[src/rtl/cpu_pkg.sv]
// Shared types for the CPU front end.
//   instr_t     : one program entry, {op_code, ext_data}
//   seq_state_t : instr_sequencer FSM states
package cpu_pkg;

    typedef struct packed {
        logic [3:0] op_code;
        logic [7:0] ext_data;
    } instr_t;

    typedef enum logic [2:0] {
        IDLE,
        ISSUE,
        WAIT,
        CAPTURE,
        DONE
    } seq_state_t;

    localparam int unsigned INSTR_W = $bits(instr_t);

endpackage

[src/rtl/instr_mem.sv]
// Program memory for instr_sequencer: DEPTH x instr_t register file.
// One synchronous write port, one asynchronous read port. Contents are not
// reset, so a loaded program survives a reset of the sequencer.
//   clk_i    : clock
//   we_i     : write enable
//   waddr_i  : write address
//   wdata_i  : write data
//   raddr_i  : read address
//   rdata_o  : read data (combinational)
module instr_mem
    import cpu_pkg::*;
#(
    parameter int unsigned DEPTH  = 16,
    parameter int unsigned ADDR_W = $clog2(DEPTH)
) (
    input  logic              clk_i,
    input  logic              we_i,
    input  logic [ADDR_W-1:0] waddr_i,
    input  instr_t            wdata_i,
    input  logic [ADDR_W-1:0] raddr_i,
    output instr_t            rdata_o
);

    instr_t mem_q [DEPTH];

    always_ff @(posedge clk_i) begin
        if (we_i) begin
            mem_q[waddr_i] <= wdata_i;
        end
    end

    assign rdata_o = mem_q[raddr_i];

endmodule

[src/rtl/instr_sequencer.sv]
// Program sequencer in front of the cpu block. Replays a stored program by
// driving op_code/ext_data/ex_btn, waits SETTLE_CYCLES after each execute
// pulse, then captures the CPU result into a one-cycle result stream.
//   clk, rstn            : clock, synchronous active-low reset
//   load_en/addr/data    : program load port (honoured only in IDLE)
//   prog_len, start      : run request; length clamped to DEPTH, 0 ignored
//   abort                : stop the current run (ISSUE/WAIT/CAPTURE only)
//   op_code, ext_data    : current instruction, always mem[pc]
//   ex_btn               : one-cycle execute pulse per instruction
//   cpu_out/cf/zf        : CPU results
//   busy, done           : run status, done pulses on normal completion
//   res_valid/idx/data/cf/zf : per-instruction result stream
module instr_sequencer
    import cpu_pkg::*;
#(
    parameter int unsigned DEPTH         = 16,
    parameter int unsigned ADDR_W        = $clog2(DEPTH),
    parameter int unsigned SETTLE_CYCLES = 3
) (
    input  logic              clk,
    input  logic              rstn,
    input  logic              load_en,
    input  logic [ADDR_W-1:0] load_addr,
    input  logic [11:0]       load_data,
    input  logic [ADDR_W:0]   prog_len,
    input  logic              start,
    input  logic              abort,
    output logic [3:0]        op_code,
    output logic [7:0]        ext_data,
    output logic              ex_btn,
    input  logic [7:0]        cpu_out,
    input  logic              cpu_cf,
    input  logic              cpu_zf,
    output logic              busy,
    output logic              done,
    output logic              res_valid,
    output logic [ADDR_W-1:0] res_idx,
    output logic [7:0]        res_data,
    output logic              res_cf,
    output logic              res_zf
);

    localparam int unsigned LEN_W  = ADDR_W + 1;
    // Wait counter only needs to reach SETTLE_CYCLES-1.
    localparam int unsigned WCNT_W = (SETTLE_CYCLES > 1) ? $clog2(SETTLE_CYCLES) : 1;

    seq_state_t        state_q, state_d;
    logic [ADDR_W-1:0] pc_q, pc_d;
    logic [LEN_W-1:0]  len_q, len_d;
    logic [WCNT_W-1:0] wcnt_q, wcnt_d;
    logic [ADDR_W-1:0] res_idx_q, res_idx_d;
    logic [7:0]        res_data_q, res_data_d;
    logic              res_cf_q, res_cf_d;
    logic              res_zf_q, res_zf_d;
    logic              ex_btn_q, ex_btn_d;
    logic              busy_q, busy_d;
    logic              done_q, done_d;
    logic              res_valid_q, res_valid_d;

    logic              mem_we;
    logic [LEN_W-1:0]  len_clamped;
    logic              last_instr;
    instr_t            cur_instr;

    instr_mem #(
        .DEPTH  (DEPTH),
        .ADDR_W (ADDR_W)
    ) u_instr_mem (
        .clk_i   (clk),
        .we_i    (mem_we),
        .waddr_i (load_addr),
        .wdata_i (instr_t'(load_data)),
        .raddr_i (pc_q),
        .rdata_o (cur_instr)
    );

    assign len_clamped = (prog_len > LEN_W'(DEPTH)) ? LEN_W'(DEPTH) : prog_len;
    assign last_instr  = (LEN_W'(pc_q) == (len_q - LEN_W'(1)));

    always_comb begin
        state_d    = state_q;
        pc_d       = pc_q;
        len_d      = len_q;
        wcnt_d     = wcnt_q;
        res_idx_d  = res_idx_q;
        res_data_d = res_data_q;
        res_cf_d   = res_cf_q;
        res_zf_d   = res_zf_q;
        mem_we     = 1'b0;

        unique case (state_q)
            IDLE: begin
                mem_we = load_en;
                if (start && (len_clamped != '0)) begin
                    pc_d    = '0;
                    len_d   = len_clamped;
                    state_d = ISSUE;
                end
            end
            ISSUE: begin
                if (abort) begin
                    state_d = IDLE;
                end else begin
                    wcnt_d  = '0;
                    state_d = WAIT;
                end
            end
            WAIT: begin
                wcnt_d = wcnt_q + WCNT_W'(1);
                if (abort) begin
                    state_d = IDLE;
                end else if (wcnt_q == WCNT_W'(SETTLE_CYCLES - 1)) begin
                    res_data_d = cpu_out;
                    res_cf_d   = cpu_cf;
                    res_zf_d   = cpu_zf;
                    res_idx_d  = pc_q;
                    state_d    = CAPTURE;
                end
            end
            CAPTURE: begin
                if (abort) begin
                    state_d = IDLE;
                end else if (last_instr) begin
                    state_d = DONE;
                end else begin
                    pc_d    = pc_q + ADDR_W'(1);
                    state_d = ISSUE;
                end
            end
            DONE: begin
                state_d = IDLE;
            end
            default: begin
                state_d = IDLE;
            end
        endcase

        // Strobes are registered from the next state so they line up with it.
        ex_btn_d    = (state_d == ISSUE);
        busy_d      = (state_d != IDLE);
        done_d      = (state_d == DONE);
        res_valid_d = (state_d == CAPTURE);
    end

    always_ff @(posedge clk) begin
        if (!rstn) begin
            state_q     <= IDLE;
            pc_q        <= '0;
            len_q       <= '0;
            wcnt_q      <= '0;
            res_idx_q   <= '0;
            res_data_q  <= '0;
            res_cf_q    <= 1'b0;
            res_zf_q    <= 1'b0;
            ex_btn_q    <= 1'b0;
            busy_q      <= 1'b0;
            done_q      <= 1'b0;
            res_valid_q <= 1'b0;
        end else begin
            state_q     <= state_d;
            pc_q        <= pc_d;
            len_q       <= len_d;
            wcnt_q      <= wcnt_d;
            res_idx_q   <= res_idx_d;
            res_data_q  <= res_data_d;
            res_cf_q    <= res_cf_d;
            res_zf_q    <= res_zf_d;
            ex_btn_q    <= ex_btn_d;
            busy_q      <= busy_d;
            done_q      <= done_d;
            res_valid_q <= res_valid_d;
        end
    end

    assign op_code   = cur_instr.op_code;
    assign ext_data  = cur_instr.ext_data;
    assign ex_btn    = ex_btn_q;
    assign busy      = busy_q;
    assign done      = done_q;
    assign res_valid = res_valid_q;
    assign res_idx   = res_idx_q;
    assign res_data  = res_data_q;
    assign res_cf    = res_cf_q;
    assign res_zf    = res_zf_q;

endmodule

[config.mk]
export PLATFORM = sky130hd
export DESIGN_NAME = instr_sequencer
export DESIGN_NICKNAME = d
export VERILOG_FILES = /design/src/rtl/cpu_pkg.sv /design/src/rtl/instr_mem.sv /design/src/rtl/instr_sequencer.sv
export SDC_FILE = /design/constraint.sdc
export NUM_CORES = 1
export LEC_CHECK = 0
export CAP_MARGIN = 0
export CORE_ASPECT_RATIO = 1.1
export CORE_MARGIN = 2
export CORE_UTILIZATION = 65
export CTS_BUF_LIST = sky130_fd_sc_hd__clkbuf_8
export CTS_CLUSTER_SIZE = 24
export DETAILED_ROUTE_END_ITERATION = 12
export PLACE_DENSITY_LB_ADDON = 0.2
export RECOVER_POWER = 50
export SYNTH_ARGS = -nofsm -noshare
export SYNTH_HDL_FRONTEND = slang
export SYNTH_SLANG_ARGS = --single-unit
[constraint.sdc]
create_clock -name clk -period 6.9 [get_ports clk]
set_input_delay 2.07 -clock clk [delete_from_list [all_inputs] [get_ports clk]]
set_output_delay 2.07 -clock clk [all_outputs]
set_load 0.01 [all_outputs]
# Word level (Yosys, flattened, before mapping)
# Memories as Yosys holds them, arrays and structs flattened. A register that Yosys moved wholly into a read port is not among the register bits.
# Index checks and enable logic that the tools add are counted.
[totals]
ff_bits = 32
mem_bits_rw = 192
in_bits = 36
out_inout_bits = 30
mem_count = 1
[memory_table]
columns = ["name", "depth", "width", "read_ports", "rd_clocked_by_memory_dff", "wr", "line_no", "source"]
rows = [
  ["u_instr_mem.mem_q", 16, 12, 1, 1, 1, "instr_mem.sv:24", "instr_t mem_q [DEPTH];"],
]
[classes]
addsub = 3
n_lt_le_gt_ge = 1
n_eq_ne = 12
n_mux = 19
bitwise = 1
n_reduce_logical = 10
[ops]
columns = ["operator", "n"]
rows = [
  ["4-bit two-way mux", 5],
  ["3-bit two-way mux", 5],
  ["3-bit case mux with 4 select lines", 1],
  ["3-bit by 2-bit == test with 1-bit output, second input constant", 3],
  ["2-bit inequality test, second input constant", 4],
  ["4-bit case mux with 2 select lines", 1],
  ["3-bit by 1-bit == test with 1-bit output, second input constant", 2],
  ["4-bit by 5-bit == test with 1-bit output", 1],
  ["5-bit greater-than comparator, second input constant", 1],
  ["5-bit two-way mux", 1],
  ["5-bit nonzero test", 1],
  ["5-bit by 1-bit subtractor with 5-bit output, second input constant", 1],
  ["4-bit by 1-bit adder with 4-bit output, second input constant", 1],
  ["2-bit two-way mux", 2],
  ["2-bit case mux with 2 select lines", 1],
  ["2-bit AND reduction", 2],
  ["4-bit AND reduction", 1],
  ["2-bit nonzero test", 2],
  ["3-bit == test, second input constant", 1],
  ["3-bit logical NOT", 1],
  ["1-bit two-way mux", 3],
  ["3-bit AND reduction", 1],
  ["3-bit nonzero test", 1],
  ["2-bit by 1-bit adder with 2-bit output, second input constant", 1],
  ["3 further kinds", 3],
]

# Logic depth before layout (Yosys ltp)
[logic_depth]
depth_word = 8
mapped_depth = 7

# Cells and area by module
# From an unflattened synthesis, not the netlist that was laid out.
[unflattened]
cells_unflattened = 473
area_unflattened_um2 = 8785.9
[by_module_without_submodules]
columns = ["module", "instances", "cells_per_inst", "area_each_um2"]
rows = [
  ["instr_mem", 1, 317, 7359.6],
  ["instr_sequencer", 1, 156, 1426.4],
]

# Least setup slack after synthesis
# OpenSTA, ideal clock, no wires.
[synth_path]
kind = "register to output"
from = "register (tool-made name)"
to = "output ext_data[1]"
t_arrival_ns = 1.704
t_required_ns = 4.830
path_slack_ns = 3.126
stages_incl_launch_ff = 5
path_buffers = 2
path_cell_list = "dfxtp_1 > buf_2 > buf_1 > mux4_2 > mux4_2"
[synth_rtl]
columns = ["element", "line_no", "source"]
rows = [
  ["end: declaration", "instr_sequencer.sv:29", "output logic [7:0] ext_data,"],
]

==> impl_metrics.ini <==
[status]
status = finished clean

[floorplan]
die-area_um2 = 14400
rows = 44
fp.coreArea_um2 = 13200
start_util_pct = 66.4
pin_count = 66
die_w_um = 115
fp.dieH_um = 126

[global_routing]
grt_pass1_vias = 4990
grt_max_degree = 49
grt_usage_pct = 26.2
grt_pass1_wl_mm = 27.6
antenna_found_initial = 0
overflow = 0

[placement]
dp_cells = 670
dpl.hpwl_mm = 10.6
gp_congestion = 0.812
port_buffers = 65
placed_area_um2 = 9610

[route]
drtIter0Drc = 443
ant_nets = 0
routed_wirelength_mm = 18.0
num_vias = 4700
drcViolationCount = 0
wl_per_cell_um = 24.6
via_per_inst = 6.40
dr.pass1.iters = 5

[logic_synthesis]
synth_fp_nets = 497
ys.flop_type = edfxtp_1
yosys.area.top_type_share_pct = 65.7
synthCells = 458
synth.distinct_cells = 44
ys_warn_count = 0
synth_edf_count = 192
syn_avg_cell_area_um2 = 19.2
syn-cell-area_um2 = 8770
async_reset_ff_share_pct = 0
yosysMostFrequentCell = edfxtp_1
yosysSeqAreaShare_pct = 73.9
synthTopCellsByArea = edfxtp_1 (66%), mux4_2 (15%), dfxtp_1 (8.2%)
synthTopCellsByCount = edfxtp_1 (192), mux4_2 (59), dfxtp_1 (36), nand2_1 (34)
synth_top_area_cell = edfxtp_1
ys_seq_elements = 228

[layout]
final_nets = 586
layout-drive-gt1-share_pct = 23.0
syn_to_final_growth_pct = 17.2
diodes = 0
stdcell_area_um2 = 10300
final_cells = 734

[pwr]
leakage_nw = 3.25
vdd_ir_drop_max_v = 0.000162
finalPower_w = 0.00267
p_per_area_nw_per_um2 = 260

[clock_network]
cts-root-buf = clkbuf_8
cts_buffers = 36
cts-htree-levels = 2
cts_resized = 0
insertion_delay_ps = 510
cts_tree = built
clk_path_buf_depth = 3
post_cts_buffers = 0
numClockSinks = 228
cts_hold_buf = 0
clk_pin_slew_worst_paths_ps = 60

[timing]
fin_crit_ps = 5230
hold-worst-slack_ps = 461
finalClockSkew_ps = 21.7
finalMaxSlewViolations = 0
slew_headroom_pct = 24.2
tns_ps = 0
fmax_ghz = 0.191
worst_pin_slew_ps = 1140
setup_viol = 0
post-route-period-util_pct = 75.9
hold_viol_final = 0
grt_setup_unrepaired = false

[hold_path]
min_to = res_idx[3]$_SDFFE_PN0P_
hp-start = res_idx[3]$_SDFFE_PN0P_
hold_class = flip-flop to flip-flop
hold_path_depth = 2

[worst_setup_path]
worstPathRequired_ps = 4830
r2r_start = state_q[1]$_SDFF_PN0_
path_max_fanout = 48
r2r_end = u_instr_mem.mem_q[1][8]$_DFFE_PP_
r2r_setup_slack_ps = 4320
start_kind = flip-flop
rr_worst_depth = 6
crit_arrival_ps = 3160
endpoint_kind = output port
path_class = flip-flop to output port

[job]
maxCapViolations = 0
[registers in the layout, summed over array words and instances (netlist names), named ones only]
| name | flops |
|---|---|
| busy | 1 |
| done | 1 |
| ex_btn | 1 |
| len_q | 5 |
| pc_q | 4 |
| res_cf | 1 |
| res_data | 8 |
| res_idx | 4 |
| res_valid | 1 |
| res_zf | 1 |
| state_q | 3 |
| u_instr_mem.mem_q | 192 |
| wcnt_q | 2 |
[power by group]
part,switching [W],internal (W)
registers,0.00000702,0.00151
clock network,0.000499,0.000572
logic,0.0000490,0.0000348
[final cells by class]
class,instances,area (um2)
tap,161,201
clock inverter,24,134
timing repair buffer,72,699
sequential,228,6490
fill,720,2930
clock buffer,40,551
inverter,6,22.5
multi-input combinational,203,2190
[stage by stage]
step                      setup slack (ps)  utilization [%]
after floorplan                       3130                -
after global placement                2190             72.7
after detailed placement              2150             72.7
after CTS                             1590             77.9
after global routing                  1490             77.8
final                                 1670             77.8
[worst max path at each step]
stage | from | endpoint | slack, ps | cells after the start
floorplan | flip-flop | ext_data[1] | 3130 | 4
finish | flip-flop | ext_data[1] | 1670 | 3
CTS | flip-flop | ext_data[1] | 1590 | 3
detailed placement | flip-flop | ext_data[1] | 2150 | 3
global route | flip-flop | ext_data[1] | 1490 | 3
global placement | flip-flop | ext_data[2] | 2190 | 3
[kinds of logic after synthesis]
family,count (synthesis),synth area share [%]
flip-flops,228,73.9
XOR/XNOR,6,0.599
buffers and inverters,27,1.60
multiplexers,62,15.7
AO/OA/AOI/OAI,37,2.57
adder cells (fa/ha/maj),3,0.428
AND/OR/NAND/NOR,95,5.19
[critical path, stage by stage (launching register included)]
cell and delay [ps]:
dfxtp_4 960, mux4_1 660, mux4_2 460, clkdlybuf4s50_1 510
[routing by layer]
metal,global-route usage (%),routed length (um),part of all wire [%],up-vias
met4,9.99,469,2.6,0
met1,34.2,6760,37,2401
met2,43.5,9390,52,224
met5,0,0,0,-
li1,-,-,-,2027
met3,6.30,1420,7.9,48
[cell usage in the layout (no fill, tap or decap), types with 4 or more instances in the layout]
master | netlist | routed
a21oi_1 | 24 | 24
buf_4 | 0 | 6
clkbuf_8 | 0 | 40
clkdlybuf4s50_1 | 0 | 50
clkinv_2 | 0 | 4
dfxtp_1 | 36 | 34
dlygate4sd3_1 | 0 | 15
edfxtp_1 | 192 | 192
inv_1 | 5 | 18
mux4_2 | 59 | 59
nand2_1 | 34 | 34
nand3_1 | 6 | 6
nor2_1 | 24 | 14
nor2_2 | 0 | 10
nor3_1 | 7 | 4
nor3_2 | 1 | 4
nor3b_1 | 4 | 4
xnor2_1 | 4 | 4
(Power assumes the default switching activity.)
